File: src/rtl/acc_pool_pkg.sv
// Shared types and default widths for the pooled-result read-back sequencer.
package acc_pool_pkg;

  localparam int DEF_DATA_WIDTH      = 8;
  localparam int DEF_SA_ADDR_WIDTH   = 14;
  localparam int DEF_FC_ADDR_WIDTH   = 10;
  localparam int DEF_POOL_ADDR_WIDTH = 10;
  localparam int DEF_FIFO_DEPTH      = 4;

  typedef enum logic [1:0] {
    IDLE  = 2'd0,
    RUN   = 2'd1,
    DRAIN = 2'd2,
    DONE  = 2'd3
  } state_e;

  localparam logic MODE_SA = 1'b0;
  localparam logic MODE_FC = 1'b1;

  // One buffered beat at the default widths: {data, addr, last}.
  typedef struct packed {
    logic [DEF_DATA_WIDTH-1:0]      data;
    logic [DEF_POOL_ADDR_WIDTH-1:0] addr;
    logic                           last;
  } fifo_entry_t;

endpackage

File: src/rtl/pool_rd_sequencer_if.sv
// Control, BRAM read-port and output-stream bundle of the read-back sequencer.
// Stream handshake: a beat moves on a rising edge where out_valid_o and
// out_ready_i are both high; once out_valid_o rises it and the payload
// (out_data_o, out_addr_o, out_last_o) hold until that transfer.
interface pool_rd_sequencer_if
  import acc_pool_pkg::*;
#(
  parameter int DATA_WIDTH      = DEF_DATA_WIDTH,
  parameter int SA_ADDR_WIDTH   = DEF_SA_ADDR_WIDTH,
  parameter int FC_ADDR_WIDTH   = DEF_FC_ADDR_WIDTH,
  parameter int POOL_ADDR_WIDTH = DEF_POOL_ADDR_WIDTH
);
  logic                       start_i;
  logic                       mode_i;
  logic [SA_ADDR_WIDTH-1:0]   base_i;
  logic [SA_ADDR_WIDTH:0]     len_i;
  logic                       busy_o;
  logic                       done_o;
  logic [1:0]                 state_dbg_o;

  logic                       sa_data_rden_o;
  logic [SA_ADDR_WIDTH-1:0]   sa_data_rdptr_o;
  logic [DATA_WIDTH-1:0]      sa_data_rdata_i;
  logic                       pool_address_rden_o;
  logic [SA_ADDR_WIDTH-1:0]   pool_address_rdptr_o;
  logic [POOL_ADDR_WIDTH-1:0] pool_address_rdata_i;
  logic                       fc_data_rden_o;
  logic [FC_ADDR_WIDTH-1:0]   fc_data_rdptr_o;
  logic [DATA_WIDTH-1:0]      fc_data_rdata_i;

  logic                       out_valid_o;
  logic                       out_ready_i;
  logic [DATA_WIDTH-1:0]      out_data_o;
  logic [POOL_ADDR_WIDTH-1:0] out_addr_o;
  logic                       out_last_o;

  modport master (
    input  start_i, mode_i, base_i, len_i,
    output busy_o, done_o, state_dbg_o,
    output sa_data_rden_o, sa_data_rdptr_o, input sa_data_rdata_i,
    output pool_address_rden_o, pool_address_rdptr_o, input pool_address_rdata_i,
    output fc_data_rden_o, fc_data_rdptr_o, input fc_data_rdata_i,
    output out_valid_o, out_data_o, out_addr_o, out_last_o,
    input  out_ready_i
  );

  modport slave (
    output start_i, mode_i, base_i, len_i,
    input  busy_o, done_o, state_dbg_o,
    input  sa_data_rden_o, sa_data_rdptr_o, output sa_data_rdata_i,
    input  pool_address_rden_o, pool_address_rdptr_o, output pool_address_rdata_i,
    input  fc_data_rden_o, fc_data_rdptr_o, output fc_data_rdata_i,
    input  out_valid_o, out_data_o, out_addr_o, out_last_o,
    output out_ready_i
  );
endinterface

File: src/rtl/pool_rd_fifo.sv
// Small synchronous FIFO with occupancy count; push and pop may coincide,
// including on a full buffer where the count then stays unchanged.
module pool_rd_fifo #(
  parameter int WIDTH = 8,
  parameter int DEPTH = 4
) (
  input  logic                     clk,
  input  logic                     rst,
  input  logic                     push,
  input  logic [WIDTH-1:0]         push_data,
  input  logic                     pop,
  output logic [WIDTH-1:0]         pop_data,
  output logic [$clog2(DEPTH):0]   count,
  output logic                     full,
  output logic                     empty
);
  localparam int AW = $clog2(DEPTH);
  localparam int CW = AW + 1;

  logic [WIDTH-1:0] mem [DEPTH];
  logic [AW-1:0]    wr_ptr;
  logic [AW-1:0]    rd_ptr;
  logic             push_ok;
  logic             pop_ok;

  // Flags and head-of-queue read; a push on full is only taken alongside a pop.
  always_comb begin
    full     = (count == CW'(DEPTH));
    empty    = (count == '0);
    pop_ok   = pop && !empty;
    push_ok  = push && (!full || pop_ok);
    pop_data = mem[rd_ptr];
  end

  // Storage write; contents need no reset because count gates visibility.
  always_ff @(posedge clk) begin
    if (push_ok) mem[wr_ptr] <= push_data;
  end

  // Pointer and occupancy bookkeeping.
  always_ff @(posedge clk or posedge rst) begin
    if (rst) begin
      wr_ptr <= '0;
      rd_ptr <= '0;
      count  <= '0;
    end else begin
      if (push_ok) wr_ptr <= wr_ptr + AW'(1);
      if (pop_ok)  rd_ptr <= rd_ptr + AW'(1);
      case ({push_ok, pop_ok})
        2'b10:   count <= count + CW'(1);
        2'b01:   count <= count - CW'(1);
        default: count <= count;
      endcase
    end
  end
endmodule

File: src/rtl/pool_rd_sequencer.sv
// Reads a contiguous run of pooled results out of the SA (data + pool address)
// or FC BRAMs and re-times the 1-cycle BRAM latency into a valid/ready stream.
// Reads are only issued while buffer occupancy plus the in-flight read leaves
// room, so a returning word always has a slot.
module pool_rd_sequencer
  import acc_pool_pkg::*;
#(
  parameter int DATA_WIDTH      = DEF_DATA_WIDTH,
  parameter int SA_ADDR_WIDTH   = DEF_SA_ADDR_WIDTH,
  parameter int FC_ADDR_WIDTH   = DEF_FC_ADDR_WIDTH,
  parameter int POOL_ADDR_WIDTH = DEF_POOL_ADDR_WIDTH,
  parameter int FIFO_DEPTH      = DEF_FIFO_DEPTH
) (
  input logic                 clk,
  input logic                 rst,
  pool_rd_sequencer_if.master bus
);
  localparam int CNTW = $clog2(FIFO_DEPTH) + 1;
  localparam int LW   = SA_ADDR_WIDTH + 1;

  localparam logic [1:0] S_IDLE  = IDLE;
  localparam logic [1:0] S_RUN   = RUN;
  localparam logic [1:0] S_DRAIN = DRAIN;
  localparam logic [1:0] S_DONE  = DONE;

  typedef struct packed {
    logic [DATA_WIDTH-1:0]      data;
    logic [POOL_ADDR_WIDTH-1:0] addr;
    logic                       last;
  } entry_t;

  logic [1:0]               state_q, state_d;
  logic                     mode_q;
  logic [SA_ADDR_WIDTH-1:0] base_q;
  logic [LW-1:0]            len_q;
  logic [LW-1:0]            issued_q;
  logic                     inflight_q;
  logic                     inflight_last_q;
  logic [SA_ADDR_WIDTH-1:0] sa_ptr_q, sa_ptr_next;
  logic [FC_ADDR_WIDTH-1:0] fc_ptr_q, fc_ptr_next;
  logic [CNTW-1:0]          fifo_count, credit_used;
  logic                     fifo_full, fifo_empty;
  logic                     issue, issue_last, sa_rden, fc_rden;
  logic                     push, pop;
  entry_t                   push_entry, pop_entry;

  // Credit check and next read pointers, all from registered state.
  always_comb begin
    credit_used = fifo_count + CNTW'(inflight_q);
    issue       = (state_q == S_RUN) && (credit_used < CNTW'(FIFO_DEPTH));
    issue_last  = (issued_q == len_q - LW'(1));
    sa_ptr_next = base_q + issued_q[SA_ADDR_WIDTH-1:0];
    fc_ptr_next = base_q[FC_ADDR_WIDTH-1:0] + issued_q[FC_ADDR_WIDTH-1:0];
    sa_rden     = issue && (mode_q == MODE_SA);
    fc_rden     = issue && (mode_q == MODE_FC);
  end

  // BRAM ports: pointers show the issuing address, otherwise the last one used.
  always_comb begin
    bus.sa_data_rden_o       = sa_rden;
    bus.sa_data_rdptr_o      = sa_rden ? sa_ptr_next : sa_ptr_q;
    bus.pool_address_rden_o  = sa_rden;
    bus.pool_address_rdptr_o = sa_rden ? sa_ptr_next : sa_ptr_q;
    bus.fc_data_rden_o       = fc_rden;
    bus.fc_data_rdptr_o      = fc_rden ? fc_ptr_next : fc_ptr_q;
  end

  // Capture the word returning from last cycle's read; FC beats carry their index.
  always_comb begin
    push            = inflight_q;
    push_entry.data = (mode_q == MODE_FC) ? bus.fc_data_rdata_i : bus.sa_data_rdata_i;
    push_entry.addr = (mode_q == MODE_FC) ? POOL_ADDR_WIDTH'(fc_ptr_q) : bus.pool_address_rdata_i;
    push_entry.last = inflight_last_q;
    pop             = !fifo_empty && bus.out_ready_i;
  end

  pool_rd_fifo #(
    .WIDTH($bits(entry_t)),
    .DEPTH(FIFO_DEPTH)
  ) u_fifo (
    .clk      (clk),
    .rst      (rst),
    .push     (push),
    .push_data(push_entry),
    .pop      (pop),
    .pop_data (pop_entry),
    .count    (fifo_count),
    .full     (fifo_full),
    .empty    (fifo_empty)
  );

  // Stream and status outputs; payload is forced to zero while nothing is valid.
  always_comb begin
    bus.out_valid_o = !fifo_empty;
    bus.out_data_o  = fifo_empty ? '0 : pop_entry.data;
    bus.out_addr_o  = fifo_empty ? '0 : pop_entry.addr;
    bus.out_last_o  = !fifo_empty && pop_entry.last;
    bus.busy_o      = (state_q != S_IDLE);
    bus.done_o      = (state_q == S_DONE);
    bus.state_dbg_o = state_q;
  end

  // Next-state: DRAIN exits as the final beat leaves so done lands one cycle later.
  always_comb begin
    state_d = state_q;
    case (state_q)
      S_IDLE:  if (bus.start_i) state_d = (bus.len_i == '0) ? S_DONE : S_RUN;
      S_RUN:   if (issue && issue_last) state_d = S_DRAIN;
      S_DRAIN: if (!inflight_q && (fifo_empty || (fifo_count == CNTW'(1) && pop)))
                 state_d = S_DONE;
      S_DONE:  state_d = S_IDLE;
      default: state_d = S_IDLE;
    endcase
  end

  // State register.
  always_ff @(posedge clk or posedge rst) begin
    if (rst) state_q <= S_IDLE;
    else     state_q <= state_d;
  end

  // Operation context, issue counter, last-issued pointers and in-flight tracking.
  always_ff @(posedge clk or posedge rst) begin
    if (rst) begin
      mode_q          <= MODE_SA;
      base_q          <= '0;
      len_q           <= '0;
      issued_q        <= '0;
      sa_ptr_q        <= '0;
      fc_ptr_q        <= '0;
      inflight_q      <= 1'b0;
      inflight_last_q <= 1'b0;
    end else begin
      if (state_q == S_IDLE && bus.start_i) begin
        mode_q   <= bus.mode_i;
        base_q   <= bus.base_i;
        len_q    <= bus.len_i;
        issued_q <= '0;
      end
      if (issue) begin
        issued_q <= issued_q + LW'(1);
        if (mode_q == MODE_FC) fc_ptr_q <= fc_ptr_next;
        else                   sa_ptr_q <= sa_ptr_next;
      end
      inflight_q      <= issue;
      inflight_last_q <= issue && issue_last;
    end
  end

  // A returning word must never meet a full buffer without a simultaneous pop.
  a_no_overflow: assert property (@(posedge clk) disable iff (rst)
    !(push && fifo_full && !pop));

endmodule
File: src/flat_wrapper.sv
// flat-port wrapper written by rule: the top's interface ports become plain ports
module pool_rd_sequencer_flat import acc_pool_pkg::*;
#(
  parameter int DATA_WIDTH      = DEF_DATA_WIDTH,
  parameter int SA_ADDR_WIDTH   = DEF_SA_ADDR_WIDTH,
  parameter int FC_ADDR_WIDTH   = DEF_FC_ADDR_WIDTH,
  parameter int POOL_ADDR_WIDTH = DEF_POOL_ADDR_WIDTH,
  parameter int FIFO_DEPTH      = DEF_FIFO_DEPTH
)
  (clk, rst, bus_start_i, bus_mode_i, bus_base_i, bus_len_i, bus_busy_o, bus_done_o, bus_state_dbg_o, bus_sa_data_rden_o, bus_sa_data_rdptr_o, bus_sa_data_rdata_i, bus_pool_address_rden_o, bus_pool_address_rdptr_o, bus_pool_address_rdata_i, bus_fc_data_rden_o, bus_fc_data_rdptr_o, bus_fc_data_rdata_i, bus_out_valid_o, bus_out_data_o, bus_out_addr_o, bus_out_last_o, bus_out_ready_i);
  pool_rd_sequencer_if #(.DATA_WIDTH(DATA_WIDTH), .SA_ADDR_WIDTH(SA_ADDR_WIDTH), .FC_ADDR_WIDTH(FC_ADDR_WIDTH), .POOL_ADDR_WIDTH(POOL_ADDR_WIDTH)) bus_i ();
  input logic clk;
  input logic rst;
  input wire logic [$bits(bus_i.start_i)-1:0] bus_start_i;
  input wire logic [$bits(bus_i.mode_i)-1:0] bus_mode_i;
  input wire logic [$bits(bus_i.base_i)-1:0] bus_base_i;
  input wire logic [$bits(bus_i.len_i)-1:0] bus_len_i;
  output wire logic [$bits(bus_i.busy_o)-1:0] bus_busy_o;
  output wire logic [$bits(bus_i.done_o)-1:0] bus_done_o;
  output wire logic [$bits(bus_i.state_dbg_o)-1:0] bus_state_dbg_o;
  output wire logic [$bits(bus_i.sa_data_rden_o)-1:0] bus_sa_data_rden_o;
  output wire logic [$bits(bus_i.sa_data_rdptr_o)-1:0] bus_sa_data_rdptr_o;
  input wire logic [$bits(bus_i.sa_data_rdata_i)-1:0] bus_sa_data_rdata_i;
  output wire logic [$bits(bus_i.pool_address_rden_o)-1:0] bus_pool_address_rden_o;
  output wire logic [$bits(bus_i.pool_address_rdptr_o)-1:0] bus_pool_address_rdptr_o;
  input wire logic [$bits(bus_i.pool_address_rdata_i)-1:0] bus_pool_address_rdata_i;
  output wire logic [$bits(bus_i.fc_data_rden_o)-1:0] bus_fc_data_rden_o;
  output wire logic [$bits(bus_i.fc_data_rdptr_o)-1:0] bus_fc_data_rdptr_o;
  input wire logic [$bits(bus_i.fc_data_rdata_i)-1:0] bus_fc_data_rdata_i;
  output wire logic [$bits(bus_i.out_valid_o)-1:0] bus_out_valid_o;
  output wire logic [$bits(bus_i.out_data_o)-1:0] bus_out_data_o;
  output wire logic [$bits(bus_i.out_addr_o)-1:0] bus_out_addr_o;
  output wire logic [$bits(bus_i.out_last_o)-1:0] bus_out_last_o;
  input wire logic [$bits(bus_i.out_ready_i)-1:0] bus_out_ready_i;
  assign bus_i.start_i = bus_start_i;
  assign bus_i.mode_i = bus_mode_i;
  assign bus_i.base_i = bus_base_i;
  assign bus_i.len_i = bus_len_i;
  assign bus_busy_o = bus_i.busy_o;
  assign bus_done_o = bus_i.done_o;
  assign bus_state_dbg_o = bus_i.state_dbg_o;
  assign bus_sa_data_rden_o = bus_i.sa_data_rden_o;
  assign bus_sa_data_rdptr_o = bus_i.sa_data_rdptr_o;
  assign bus_i.sa_data_rdata_i = bus_sa_data_rdata_i;
  assign bus_pool_address_rden_o = bus_i.pool_address_rden_o;
  assign bus_pool_address_rdptr_o = bus_i.pool_address_rdptr_o;
  assign bus_i.pool_address_rdata_i = bus_pool_address_rdata_i;
  assign bus_fc_data_rden_o = bus_i.fc_data_rden_o;
  assign bus_fc_data_rdptr_o = bus_i.fc_data_rdptr_o;
  assign bus_i.fc_data_rdata_i = bus_fc_data_rdata_i;
  assign bus_out_valid_o = bus_i.out_valid_o;
  assign bus_out_data_o = bus_i.out_data_o;
  assign bus_out_addr_o = bus_i.out_addr_o;
  assign bus_out_last_o = bus_i.out_last_o;
  assign bus_i.out_ready_i = bus_out_ready_i;
  pool_rd_sequencer #(.DATA_WIDTH(DATA_WIDTH), .SA_ADDR_WIDTH(SA_ADDR_WIDTH), .FC_ADDR_WIDTH(FC_ADDR_WIDTH), .POOL_ADDR_WIDTH(POOL_ADDR_WIDTH), .FIFO_DEPTH(FIFO_DEPTH)) u_core (.clk(clk), .rst(rst), .bus(bus_i));
endmodule
File: config.mk
export PLATFORM = sky130hd
export DESIGN_NAME = pool_rd_sequencer_flat
export DESIGN_NICKNAME = d
export VERILOG_FILES = /design/src/rtl/acc_pool_pkg.sv /design/src/rtl/pool_rd_sequencer_if.sv /design/src/rtl/pool_rd_fifo.sv /design/src/rtl/pool_rd_sequencer.sv /design/src/flat_wrapper.sv
export SDC_FILE = /design/constraint.sdc
export NUM_CORES = 1
export LEC_CHECK = 0
export ABC_AREA = 1
export CORE_ASPECT_RATIO = 1.5
export CORE_MARGIN = 1.5
export CORE_UTILIZATION = 40
export CTS_CLUSTER_DIAMETER = 120
export CTS_CLUSTER_SIZE = 14
export DETAILED_ROUTE_END_ITERATION = 6
export HOLD_SLACK_MARGIN = 0.05
export PLACE_DENSITY_LB_ADDON = 0.15
export SLEW_MARGIN = 25
export SYNTH_ARGS = -nofsm -noshare
export SYNTH_HDL_FRONTEND = slang
export SYNTH_SLANG_ARGS = --single-unit
export TNS_END_PERCENT = 30
File: constraint.sdc
create_clock -name clk -period 3.25 [get_ports clk]
set_clock_uncertainty 0.05 [all_clocks]
set_input_delay 0.65 -clock clk [delete_from_list [all_inputs] [get_ports clk]]
set_output_delay 0.65 -clock clk [all_outputs]
set_load 0.02 [all_outputs]
### Yosys cells after proc, flatten, opt, wreduce, memory -nomap -nowiden

Memories as Yosys holds them, arrays and structs flattened.
Index checks and enable logic that the tools add are counted.
Widths: inputs -> output; s select.

| cells by class | value |
|---|---|
| add/subtract/negate cells | 9 |
| magnitude comparators | 1 |
| equal/unequal tests | 11 |
| mux-type cells | 16 |
| bitwise gates (word level) | 1 |
| reduce and logical (&&, ||, !) cells | 25 |

Operator list:

| kind | number |
|---|---|
| $mux 10 | 3 |
| $mux 15 | 2 |
| $mux 8 | 2 |
| $add 15x1->15 const B | 1 |
| $eq 15x15->1 | 1 |
| $logic_not 15->1 | 1 |
| $sub 15x1->15 const B | 1 |
| $add 14x14->14 | 1 |
| $mux 14 | 1 |
| $logic_and 1x1->1 | 11 |
| $add 10x10->10 | 1 |
| $mux 2 | 4 |
| $pmux 2 s4 | 1 |
| $eq 2x2->1 const B | 3 |
| $pmux 3 s2 | 1 |
| $reduce_bool 2->1 | 3 |
| $add 2x1->2 const B | 2 |
| $eq 2x1->1 const B | 2 |
| $ne 2x2->1 const B | 2 |
| $reduce_and 2->1 | 2 |
| $add 3x1->3 | 1 |
| $add 3x1->3 const B | 1 |
| $eq 3x1->1 const B | 1 |
| $eq 3x3->1 const B | 1 |
| other kinds (10) | 14 |

| storage, ports and cells | value |
|---|---|
| register bits after elaboration | 80 |
| bits in writable memories | 76 |
| input bits | 60 |
| output and inout bits | 65 |
| memories kept | 1 |

Memories:

| name | words | bits a word | rd ports | clocked after Yosys merged registers in | wr ports | line | text |
|---|---|---|---|---|---|---|---|
| u_core.u_fifo.mem | 4 | 19 | 1 | 0 | 1 | pool_rd_fifo.sv:20 | `logic [WIDTH-1:0] mem [DEPTH];` |

### Longest topological paths before layout

| logic depth | value |
|---|---|
| depth in word-level cells | 8 |
| mapped depth | 15 |
| gate-level depth less buffers | 15 |

### By module

Synthesis repeated with hierarchy kept, for this count alone.

| second synthesis, totals | value |
|---|---|
| cells, all modules | 960 |
| area, all modules | 8335.5 µm² |

By module, submodules not included:

| module | instances | cells an instance | area each (µm²) |
|---|---|---|---|
| pool_rd_sequencer | 1 | 692 | 4933.5 |
| pool_rd_fifo | 1 | 268 | 3402.0 |

### Worst setup path after synthesis

Ideal clock, no wire load.

| path | value |
|---|---|
| path kind | reg2out |
| start | register u_core.issued_q[2] |
| end | output port bus_sa_data_rdptr_o[9] |
| arrival time | 2.389 ns |
| path slack | 0.161 ns |
| cell stages (with the launch flop) | 10 |
| cells stage by stage | dfrtp_1 ha_1 a21oi_1 nand2_1 a21oi_1 inv_1 a21o_1 xnor2_1 o21ai_0 buf_4 |

| on the way | value |
|---|---|
| longest elaborated chain between the ends | 2 |

Ends and longest elaborated chain:

| what | line | text |
|---|---|---|
| start, declared | pool_rd_sequencer.sv:36 | `logic [LW-1:0] issued_q;` |
| start signal, assigned | pool_rd_sequencer.sv:141 | `issued_q <= issued_q + LW'(1);` |
| $add 14x14->14 | pool_rd_sequencer.sv:52 | `sa_ptr_next = base_q + issued_q[SA_ADDR_WIDTH-1:0];` |
| $mux 14 | -- |  |
| end, declared | flat_wrapper.sv:22 | `output wire logic [$bits(bus_i.sa_data_rdptr_o)-1:0] bus_sa_data_rdptr_o;` |

Every way passes these cells.

### Worst setup path in the final report

| path | value |
|---|---|
| start | register u_core.issued_q[0] |
| end | output port bus_pool_address_rdptr_o[6] |

| on the way | value |
|---|---|
| longest elaborated chain between the ends | 2 |

Ends and longest elaborated chain:

| what | line | text |
|---|---|---|
| $add 14x14->14 | pool_rd_sequencer.sv:52 |  |
| $mux 14 | pool_rd_sequencer.sv:63 | `bus.pool_address_rdptr_o = sa_rden ? sa_ptr_next : sa_ptr_q;` |
| end, declared | flat_wrapper.sv:25 | `output wire logic [$bits(bus_i.pool_address_rdptr_o)-1:0] bus_pool_address_rdptr_o;` |

Every way passes these cells.

==> metrics.txt <==
# TYPE chip_impl_metric gauge
chip_impl_metric{name="worstPathArrival",unit="ns"} 2.46
chip_impl_metric{name="cts-buffers-inserted",unit=""} 17
chip_impl_metric{name="drt-pass1-iter-count",unit=""} 4
chip_impl_metric{name="io_buffer_count",unit=""} 124
chip_impl_metric{name="synth-adder-area-share",unit="%"} 4.60
chip_impl_metric{name="fin_ws",unit="ns"} 0.0871
chip_impl_info{name="combinational_family_with_the_most_area_after_synthesis",value="simple AND/OR/NAND/NOR gates"} 1
chip_impl_metric{name="finalWirelength",unit="mm"} 19.7
chip_impl_metric{name="clk_path_buf_depth",unit=""} 2
chip_impl_metric{name="critical_path_required",unit="ns"} 2.55
chip_impl_metric{name="area_growth",unit="%"} 28.6
chip_impl_metric{name="avgViaCountPerCell",unit=""} 4.83
chip_impl_info{name="mostFrequentLayoutCells",value="244 x sky130_fd_sc_hd__nand2_1, 117 x sky130_fd_sc_hd__nor2_1, 86 x sky130_fd_sc_hd__clkdlybuf4s50_1"} 1
chip_impl_metric{name="worstPathMaxFanout",unit=""} 3
chip_impl_metric{name="via_count",unit=""} 6438
chip_impl_info{name="tritoncts",value="done"} 1
chip_impl_metric{name="yosysUniqueCellTypes",unit=""} 44
chip_impl_info{name="result_of_the_run",value="complete, no violations"} 1
chip_impl_metric{name="core-area",unit="µm²"} 19800
chip_impl_metric{name="grt_remaining_overflow",unit=""} 0
chip_impl_metric{name="timing.max_slew.rel_slack",unit="%"} 54.6
chip_impl_metric{name="grt_start_max_net_pins",unit=""} 51
chip_impl_metric{name="dp_hpwl",unit="mm"} 14.4
chip_impl_info{name="critical_path.startpoint_type",value="flop"} 1
chip_impl_metric{name="finalInstanceArea",unit="µm²"} 10300
chip_impl_metric{name="cts.clk_slew.worst_paths",unit="ns"} 0.07
chip_impl_metric{name="n_antenna_cell",unit=""} 0
chip_impl_info{name="timing_worst_setup_path_type",value="flop to primary output"} 1
chip_impl_metric{name="initial_core_util",unit="%"} 40.7
chip_impl_metric{name="tritoncts_num_sinks",unit=""} 156
chip_impl_metric{name="wl_per_cell",unit="µm"} 14.8
chip_impl_metric{name="tightest_pin_transition",unit="ns"} 0.682
chip_impl_info{name="cts.root.buffer_cell",value="sky130_fd_sc_hd__clkbuf_16"} 1
chip_impl_metric{name="final_layout_size_suffix_gt1_share",unit="%"} 13.4
chip_impl_metric{name="timing.final.setup_violations",unit=""} 0
chip_impl_metric{name="wire_length_of_the_first_global_routing_pass",unit="mm"} 31.5
chip_impl_metric{name="yosys.area_share.xor_xnor",unit="%"} 3.05
chip_impl_metric{name="reg2reg_slack",unit="ns"} 1.15
chip_impl_metric{name="placedInstanceArea",unit="µm²"} 9700
chip_impl_metric{name="grtUsageTotal",unit="%"} 19.2
chip_impl_metric{name="cts_htree_levels",unit=""} 4
chip_impl_metric{name="hold-worst-slack",unit="ns"} 0.437
chip_impl_metric{name="power.leakage",unit="µW"} 0.00458
chip_impl_metric{name="post_route_core_utilization",unit="%"} 52.3
chip_impl_metric{name="die-height",unit="µm"} 177
chip_impl_metric{name="grt_antenna_before_repair",unit=""} 0
chip_impl_info{name="rsz_0062_raised_after_global_routing",value="true"} 1
chip_impl_metric{name="first_global_vias",unit=""} 6499
chip_impl_metric{name="slew_violations",unit=""} 0
chip_impl_metric{name="post_synth_edffs",unit=""} 76
chip_impl_metric{name="cts_hold_buffers",unit=""} 0
chip_impl_metric{name="worst_skew_pair.late_latency",unit="ns"} 0.43
chip_impl_info{name="synthFlopType",value="sky130_fd_sc_hd__dfrtp_1"} 1
chip_impl_metric{name="post_drt_antenna_nets",unit=""} 0
chip_impl_metric{name="warnings_synthesis",unit=""} 0
chip_impl_metric{name="timing.fmax",unit="MHz"} 316
chip_impl_metric{name="drc_errors",unit=""} 0
chip_impl_metric{name="async_flop_share",unit="%"} 51.3
chip_impl_metric{name="dieWidth",unit="µm"} 119
chip_impl_metric{name="power.ir.vdd_worst",unit="µV"} 448
chip_impl_metric{name="dpl_worst_slack",unit="ns"} -0.0647
chip_impl_metric{name="pwr_density_cell",unit="nW/µm²"} 997
chip_impl_metric{name="gpl.final_weighted_congestion",unit=""} 0.865
chip_impl_info{name="synth_top_cells_by_area",value="sky130_fd_sc_hd__edfxtp_1 28%, sky130_fd_sc_hd__dfrtp_1 25%, sky130_fd_sc_hd__nand2_1 11%"} 1
chip_impl_metric{name="detail_route.iter0.violations",unit=""} 352
chip_impl_metric{name="dieArea",unit="µm²"} 21000
chip_impl_metric{name="max_cap_violations",unit=""} 0
chip_impl_metric{name="synth_seq_cells",unit=""} 156
chip_impl_metric{name="report.final.hold_viol_count",unit=""} 0
chip_impl_metric{name="synth_nets",unit=""} 1010
chip_impl_metric{name="syn-instance-count",unit=""} 921
chip_impl_metric{name="syn_area_per_cell",unit="µm²"} 8.74
chip_impl_metric{name="synthSimpleGateAreaFrac",unit="%"} 23.0
chip_impl_metric{name="num_io_pins",unit=""} 125
chip_impl_metric{name="timing.final.crit_share",unit="%"} 97.3
chip_impl_metric{name="layout.nets",unit=""} 1150
chip_impl_metric{name="sequential_fraction_of_the_synthesis_area",unit="%"} 53.2
chip_impl_metric{name="setup-tns-final",unit="ns"} 0
chip_impl_info{name="hold_path.class",value="flop to flop"} 1
chip_impl_info{name="timing.critical_path.to_type",value="primary output"} 1
chip_impl_info{name="layout.cells.most_common",value="sky130_fd_sc_hd__nand2_1"} 1
chip_impl_metric{name="synth_top_area_share",unit="%"} 28.4
chip_impl_metric{name="num_rows",unit=""} 63
chip_impl_metric{name="muxShareOfSynthArea",unit="%"} 0.124
chip_impl_metric{name="synth-compound-area-share",unit="%"} 9.75
chip_impl_metric{name="layout_min_cycle_time",unit="ns"} 3.16
chip_impl_metric{name="synth_area",unit="µm²"} 8050
chip_impl_info{name="synth_top_area_cell",value="sky130_fd_sc_hd__edfxtp_1"} 1
cell usage after synthesis, types with 6 or more instances:
library cell	n
sky130_fd_sc_hd__clkbuf_1	23
sky130_fd_sc_hd__nor2_2	8
sky130_fd_sc_hd__nor2_1	119
sky130_fd_sc_hd__xnor2_1	10
sky130_fd_sc_hd__o21ai_0	82
sky130_fd_sc_hd__inv_1	64
sky130_fd_sc_hd__ha_1	28
sky130_fd_sc_hd__xor2_1	18
sky130_fd_sc_hd__nand4_1	6
sky130_fd_sc_hd__dfrtp_1	80
sky130_fd_sc_hd__a21oi_1	45
sky130_fd_sc_hd__edfxtp_1	76
sky130_fd_sc_hd__buf_4	16
sky130_fd_sc_hd__nand2_1	245
sky130_fd_sc_hd__nand3_1	37
kinds of logic after synthesis:
kind of cell	after synthesis
and+or+nand+nor	443
xor gates and xnor gates	28
muxes	1
AOI/OAI and AO/OA	148
buffers and inverters	116
adders and majority gates	29
DFF	156
layout make-up:
class	count	area (µm²)
Fill cell	1855	9440
Sequential cell	156	4280
Multi-Input combinational cell	649	3370
Timing Repair Buffer	167	1490
Clock buffer	17	425
Tap cell	260	325
Inverter	70	265
Clock inverter	15	195
where the power goes:
| part | internal [µW] | switching [µW] |
|---|---|---|
| clock network | 1110 | 934 |
| logic | 1960 | 3220 |
| registers | 2750 | 334 |
path summary, 6_finish.rpt:
kind / from / endpoint / cells past startpoint
hold reg to reg: u_core.base_q[7] / u_core.base_q[7] / 2
setup reg to reg: u_core.len_q[0] / u_core.bus.state_dbg_o[1] / 15
hold / removal: u_core.base_q[7] / u_core.base_q[7] / 2
min in group asynchronous: rst / u_core.u_fifo.rd_ptr[1] / 2
max in group asynchronous: rst / u_core.issued_q[4] / 3
setup / recovery: u_core.issued_q[0] / bus_pool_address_rdptr_o[6] / 9
sequential cells by signal, indices dropped and copies added, names as in the netlist:
register and flops:
u_core.base_q 14, u_core.bus.state_dbg_o 2, u_core.fc_ptr_q 10, u_core.inflight_last_q 1, u_core.inflight_q 1, u_core.issued_q 15
u_core.len_q 15, u_core.mode_q 1, u_core.sa_ptr_q 14, u_core.u_fifo.count 3, u_core.u_fifo.mem 76, u_core.u_fifo.rd_ptr 2
u_core.u_fifo.wr_ptr 2
critical path: stages, from the launching register on:
cell and delay (ns):
sky130_fd_sc_hd__dfrtp_1 0.36, sky130_fd_sc_hd__ha_2 0.19, sky130_fd_sc_hd__inv_1 0.05, sky130_fd_sc_hd__fa_1 0.40, sky130_fd_sc_hd__buf_4 0.16, sky130_fd_sc_hd__inv_1 0.04, sky130_fd_sc_hd__a21oi_1 0.06, sky130_fd_sc_hd__xor2_1 0.16
sky130_fd_sc_hd__o21ai_1 0.26, sky130_fd_sc_hd__clkdlybuf4s15_1 0.36
routing by layer:
metal	vias to the layer above	part of all wire [%]	track usage (%)
li1	3298	-	-
met1	3018	38	19.8
met2	99	58	39.5
met3	23	2.2	2.71
met4	0	1.6	5.77
met5	-	0	0
stage by stage:
step	power (µW)	instances
2_1_floorplan	6430	921
3_3_place_gp	8420	1302
5_1_grt	11000	1334
3_5_place_dp	8470	1302
4_1_cts	10400	1334
6_report	10300	1334
repair_timing:
action / CTS / global route
endpoints found under the hold margin: 0 / 0
pin swaps: 0 / 3
gates resized for setup: 65 / 58
endpoints found under the setup margin: 35 / 34
setup buffers: 0 / 0
Power figures use the tool's default switching activity.
